$ cat src/rtl/uart_regwr_if.sv
// Register write port: address, data and a one-cycle strobe, driven by the
// frame parser and sunk by register consumers.
interface uart_regwr_if;
    logic [7:0] regaddr;
    logic [7:0] regdata;
    logic       regvalid;

    modport master (output regaddr, output regdata, output regvalid);
    modport slave  (input  regaddr, input  regdata, input  regvalid);
endinterface

$ cat src/rtl/uart_regwr.sv
// 8N1 UART receiver plus a sync/address/data frame parser that issues one
// register write strobe per completed frame.
module uart_regwr #(
    parameter int unsigned CLKDIV = 434,
    parameter logic [7:0]  SYNC   = 8'hA5
) (
    input  logic          clk,
    input  logic          rstn,
    input  logic          rx,
    uart_regwr_if.master  wr,
    output logic          err
);

    localparam logic [15:0] HALF_BIT = 16'(CLKDIV / 2 - 1);
    localparam logic [15:0] FULL_BIT = 16'(CLKDIV - 1);

    typedef enum logic [1:0] {IDLE, START, DATA, STOP} bit_st_t;
    typedef enum logic [1:0] {P_SYNC, P_ADDR, P_DATA} par_st_t;

    bit_st_t     bst_q;
    par_st_t     pst_q;
    logic        rx_meta_q, rx_sync_q;
    logic [15:0] cnt_q;
    logic [2:0]  bit_idx_q;
    logic [7:0]  shift_q;
    logic        bstb_q;
    logic        err_q;
    logic        wait_hi_q;
    logic [7:0]  addr_hold_q;
    logic [7:0]  regaddr_q, regdata_q;
    logic        regvalid_q;

    logic cnt_zero;
    assign cnt_zero = (cnt_q == 16'd0);

    always_ff @(posedge clk or negedge rstn) begin
        if (!rstn) begin
            rx_meta_q   <= 1'b1;
            rx_sync_q   <= 1'b1;
            bst_q       <= IDLE;
            pst_q       <= P_SYNC;
            cnt_q       <= 16'd0;
            bit_idx_q   <= 3'd0;
            shift_q     <= 8'd0;
            bstb_q      <= 1'b0;
            err_q       <= 1'b0;
            wait_hi_q   <= 1'b0;
            addr_hold_q <= 8'd0;
            regaddr_q   <= 8'd0;
            regdata_q   <= 8'd0;
            regvalid_q  <= 1'b0;
        end else begin
            rx_meta_q  <= rx;
            rx_sync_q  <= rx_meta_q;
            bstb_q     <= 1'b0;
            err_q      <= 1'b0;
            regvalid_q <= 1'b0;

            // Parser consumes the byte strobed on the previous cycle; shift_q is still stable.
            if (bstb_q) begin
                case (pst_q)
                    P_SYNC: if (shift_q == SYNC) pst_q <= P_ADDR;
                    P_ADDR: begin
                        addr_hold_q <= shift_q;
                        pst_q       <= P_DATA;
                    end
                    P_DATA: begin
                        regaddr_q  <= addr_hold_q;
                        regdata_q  <= shift_q;
                        regvalid_q <= 1'b1;
                        pst_q      <= P_SYNC;
                    end
                    default: pst_q <= P_SYNC;
                endcase
            end

            case (bst_q)
                IDLE: begin
                    // After a framing error the line must return high before re-arming.
                    if (wait_hi_q) begin
                        if (rx_sync_q) wait_hi_q <= 1'b0;
                    end else if (!rx_sync_q) begin
                        bst_q <= START;
                        cnt_q <= HALF_BIT;
                    end
                end
                START: begin
                    if (cnt_zero) begin
                        if (rx_sync_q) begin
                            bst_q <= IDLE;
                        end else begin
                            bst_q     <= DATA;
                            cnt_q     <= FULL_BIT;
                            bit_idx_q <= 3'd0;
                        end
                    end else begin
                        cnt_q <= cnt_q - 16'd1;
                    end
                end
                DATA: begin
                    if (cnt_zero) begin
                        shift_q   <= {rx_sync_q, shift_q[7:1]};
                        cnt_q     <= FULL_BIT;
                        bit_idx_q <= bit_idx_q + 3'd1;
                        if (bit_idx_q == 3'd7) bst_q <= STOP;
                    end else begin
                        cnt_q <= cnt_q - 16'd1;
                    end
                end
                STOP: begin
                    if (cnt_zero) begin
                        bst_q <= IDLE;
                        if (rx_sync_q) begin
                            bstb_q <= 1'b1;
                        end else begin
                            err_q     <= 1'b1;
                            wait_hi_q <= 1'b1;
                            pst_q     <= P_SYNC;
                        end
                    end else begin
                        cnt_q <= cnt_q - 16'd1;
                    end
                end
                default: bst_q <= IDLE;
            endcase
        end
    end

    assign wr.regaddr  = regaddr_q;
    assign wr.regdata  = regdata_q;
    assign wr.regvalid = regvalid_q;
    assign err         = err_q;

endmodule

$ cat src/flat_wrapper.sv
// flat-port wrapper written by rule: the top's interface ports become plain ports
module uart_regwr_flat 
#(
    parameter int unsigned CLKDIV = 434,
    parameter logic [7:0]  SYNC   = 8'hA5
)
  (clk, rstn, rx, err, wr_regaddr, wr_regdata, wr_regvalid);
  uart_regwr_if wr_i ();
  input  logic clk;
  input  logic rstn;
  input  logic rx;
  output logic err;
  output wire logic [$bits(wr_i.regaddr)-1:0] wr_regaddr;
  output wire logic [$bits(wr_i.regdata)-1:0] wr_regdata;
  output wire logic [$bits(wr_i.regvalid)-1:0] wr_regvalid;
  assign wr_regaddr = wr_i.regaddr;
  assign wr_regdata = wr_i.regdata;
  assign wr_regvalid = wr_i.regvalid;
  uart_regwr #(.CLKDIV(CLKDIV), .SYNC(SYNC)) u_core (.clk(clk), .rstn(rstn), .rx(rx), .wr(wr_i), .err(err));
endmodule
$ cat config.mk
export PLATFORM = sky130hd
export DESIGN_NAME = uart_regwr_flat
export DESIGN_NICKNAME = d
export VERILOG_FILES = /design/src/rtl/uart_regwr_if.sv /design/src/rtl/uart_regwr.sv /design/src/flat_wrapper.sv
export SDC_FILE = /design/constraint.sdc
export NUM_CORES = 1
export LEC_CHECK = 0
export ABC_AREA = 1
export CAP_MARGIN = 20
export CORE_MARGIN = 2
export CORE_UTILIZATION = 47
export DETAILED_ROUTE_END_ITERATION = 8
export GPL_TIMING_DRIVEN = 0
export HOLD_SLACK_MARGIN = 0.08
export PLACE_DENSITY = 0.7
export SLEW_MARGIN = 10
export SYNTH_ARGS = -nofsm -noshare
export SYNTH_HDL_FRONTEND = slang
export SYNTH_SLANG_ARGS = --single-unit
$ cat constraint.sdc
create_clock -name clk -period 3.33 [get_ports clk]
set_input_delay 0.666 -clock clk [delete_from_list [all_inputs] [get_ports clk]]
set_output_delay 0.666 -clock clk [all_outputs]
set_load 0.02 [all_outputs]
==> results.md <==
Final layout:
- The finished cells cover roughly 0.0035 sq mm.
- The total inserted antenna cells is 0.
- The fill cell instance count of the final layout is 570.
- The number of nets at the end of the flow is approximately 400.
- The growth of design area from synthesis to finish is 16.4%.
- In the final layout, the share of cells above drive strength 1 is a little over an eighth.

Global route:
- The leftover overflow at the end of global routing is 0.
- The via count of the first global-routing pass is approximately 2300.
- The initial antenna violation count is 0.
- In the global route stage, overall resource usage came out at approximately 18%.
- The pin count of the biggest net entering global routing is between 60 and 70.
- The first global-routing pass estimated 10100 um of wire.

Detailed routing:
- The remaining design rule violation count is 0.
- The detailed-route wire length per cell is 12.2 um.
- The detailed router placed approximately 2300 vias in this run.
- The detailed router's first-iteration violation count is between 100 and 150.
- The mean number of vias per cell is just under 5.
- Wires add up to 5780 um.
- The count of antenna-violating nets left after detailed routing is 0.
- The number of detailed-routing iterations run before antenna repair is 5.

Synthesis:
- The portion of synthesized cell area occupied by the leading cell type is about half.
- Ranked by total cell area, the synthesized netlist is headed by sky130_fd_sc_hd__dfrtp_1, sky130_fd_sc_hd__nand2_1, sky130_fd_sc_hd__inv_1.
- By count the netlist is led by sky130_fd_sc_hd__nand2_1, sky130_fd_sc_hd__dfrtp_1, sky130_fd_sc_hd__inv_1.
- Counting flops with an async set or reset pin after synthesis yields a share of between 90% and 100%.
- The synthesized netlist contains 31 unique library cells.
- Synthesis produced a netlist with a net count of roughly 370.
- The largest total area in the synthesized netlist belongs to sky130_fd_sc_hd__dfrtp_1.
- The dominant register cell in the synthesized netlist is sky130_fd_sc_hd__dfrtp_1.
- The average instance in the mapped netlist occupies roughly 8.4 sq um.
- The number of warnings printed during yosys synthesis is 0.
- Yosys mapped a number of flops with a built-in enable equal to 0.
- The count of mapped cells out of synthesis is 360.
- By instance count, the leading cell after synthesis is sky130_fd_sc_hd__nand2_1.
- After synthesis the netlist holds a flip-flop and latch count of a little over 60.
- The mapped netlist covers between 0.003 and 0.004 sq mm.
- The register area share after synthesis is between 50% and 60%.

STA:
- Hold timing on the final database bottoms out at a slack of around 0.36 ns.
- Based on the critical path, the design can be clocked at up to a little over 500 MHz.
- Setup violations remaining at the end of the flow were counted as 0.
- The portion of the clock cycle consumed by the worst path in the final layout is between 50% and 60%.
- Setup repair after global routing left no endpoint under its margin.
- At the pin with the least slew margin, the transition time is between 0.7 and 0.8 ns.
- The number of pins with negative max-slew slack in the final report is 0.
- Across the routed clock network, the largest skew measured is approximately 0.0068 ns.
- The number of failing hold endpoints at the final stage was 0.
- The clock period could shrink to around 2.0 ns.
- The remaining max-slew budget at the tightest pin is about 50%.

Critical path:
- Of all nets on the critical path, the largest fanout is 2.
- The type of the worst setup path is flip-flop to primary output.
- The signal on the critical path passes through clkdlybuf4s50_1.
- The worst path arrival time is 1.31 ns.
- The kind of cell with the highest combined delay along the critical path is buffers and inverters.
- In this run the critical register-to-register path is launched from u_core.bst_q[0].
- Tracing the worst setup path back leads to its startpoint at u_core.wr.regdata[7].
- Counting both buffers and inverters, the worst setup path holds a total of 1.
- Data on the critical path is required at its endpoint by 2.66 ns.
- The endpoint class of the critical path is a primary output.
- The highest cell delay on the worst timing path is ~0.60 ns.
- The cell with the largest stage delay on the worst path is sky130_fd_sc_hd__clkdlybuf4s50_1.
- STA classifies the critical path startpoint as a flip-flop.

Floorplan:
- The die is roughly 84 um wide.
- The height of the chip is around 84 um.
- The die covers 0.00710 sq mm.
- The floorplan has 29 rows.
- The number of top-level pins is 21.
- The placeable core region is 0.00628 sq mm.
- Once the floorplan was initialized, standard cells occupied roughly 48% of the core.

Clocking:
- The number of CTS-inserted buffers is 9.
- The number of gates given a new drive strength after cts is 0.
- After clock tree synthesis, the clock-pin slew on the worst setup and hold paths is roughly 0.070 ns.
- The clock insertion delay at the later pin of the skew report is approximately 0.35 ns.
- The number of buffers inserted for hold repair after clock tree synthesis is 0.
- The buffer count from post-CTS setup fixing is 0.
- Counting along the longest clock path gives a buffer depth of 2.
- The clock tree from TritonCTS is built.
- The clock root buffer is sky130_fd_sc_hd__clkbuf_8.
- The H-tree depth reported by CTS is 3.
- The tree built by TritonCTS fans out to 61 sinks.

Place:
- Once placement finished, the instance area stood at about 0.0033 sq mm.
- During placement, the flow inserted port buffers numbering 20.
- The congestion estimate from routability-driven global placement came to 0.859.
- The post-detailed-placement half-perimeter wirelength is around 4100 um.

Worst hold path:
- The type of the worst min-delay path is flip-flop to flip-flop.
- The launch instance of the worst min-delay path is u_core.rx_meta_q.

Power and ir drop:
- The static power due to leakage is about 1.7 nW.
- The worst IR drop on VDD is between 0.3 and 0.4 mV.
- The power per cell area is 406 mW/mm^2.

Run status:
- The flow ran to the end, and the final reports show no timing, DRC or antenna violations.

Job:
- The total of max-cap violations is 0.
==> logic make-up after synthesis <==
family	Yosys count	synth area share, %
AND/OR/NAND/NOR	192	29.1
flip-flops	61	50.5
buffers and inverters	49	6.86
AO/OA/AOI/OAI	45	8.80
adder cells (fa/ha/maj)	8	3.31
XOR/XNOR	5	1.45
==> worst paths after layout <==
check	endpoint	slack, ns	depth (start not counted)
setup / recovery	wr_regdata[7]	1.35	1
hold / removal	u_core.rx_sync_q	0.36	0
setup reg to reg	u_core.bst_q[0]	1.56	7
hold reg to reg	u_core.rx_sync_q	0.36	0
max in group asynchronous	u_core.cnt_q[4]	2.46	1
min in group asynchronous	u_core.wr.regdata[2]	0.38	1
==> registers in the layout, summed over array words and instances (netlist names), named ones only <==
signal	flops
u_core.rx_sync_q	1
u_core.bit_idx_q	3
u_core.bst_q	1
u_core.cnt_q	16
u_core.wr.regdata	8
u_core.err	1
u_core.wait_hi_q	1
u_core.addr_hold_q	8
u_core.shift_q	8
u_core.pst_q	2
u_core.bstb_q	1
u_core.wr.regvalid	1
u_core.wr.regaddr	8
u_core.rx_meta_q	1
==> metrics by stage <==
stage	cells	utilization (%)	setup TNS, ns	worst slack (ns)	total power [mW]
floorplan	360	-	0	1.80	0.760
global placement	457	53.0	-20.09	-0.343	0.778
detailed placement	457	52.9	0	1.56	0.777
CTS	473	56.1	0	1.34	1.45
global route	473	56.1	0	1.31	1.48
finish	473	56.1	0	1.35	1.43
==> cell type report <==
class	count	area (sq um)	share of cell area, %
Buffer	7	45.0	1.28
Clock buffer	11	141	4.01
Clock inverter	5	60.1	1.70
Inverter	42	163	4.62
Multi-Input combinational cell	250	1290	36.6
Sequential cell	61	1530	43.4
Tap cell	77	96.3	2.73
Timing Repair Buffer	20	198	5.61
==> layout by cell type, fill, tap and decap left out, drive strengths merged <==
master / count
nor3: 6
nand2: 110
o31ai: 1
buf: 6
nand4: 12
dfstp: 2
xor2: 3
clkbuf: 13
ha: 8
a21oi: 6
clkinv: 3
nor2: 41
o21a: 1
o21ai: 36
clkinvlp: 1
nand3: 21
xnor2: 2
a22oi: 1
dfrtp: 59
inv: 42
nor4: 2
bufinv: 1
clkdlybuf4s50: 19
==> report_power, final <==
group	switching [mW]	internal (mW)	leakage, nW
clock network	0.303	0.367	0.0995
logic	0.0155	0.00223	0.800
registers	0.00109	0.743	0.827
==> per-layer routing <==
layer / routed length [um] / GRT usage, % / vias to the layer above / share of wire (%)
met5: 0 / 0 / - / 0
met4: 112 / 8.80 / 0 / 1.9
met3: 239 / 4.52 / 11 / 4.1
met2: 2720 / 28.7 / 33 / 47
met1: 2710 / 22.3 / 1071 / 47
li1: - / - / 1215 / -
Note: power is estimated with default switching activity, not from simulation.
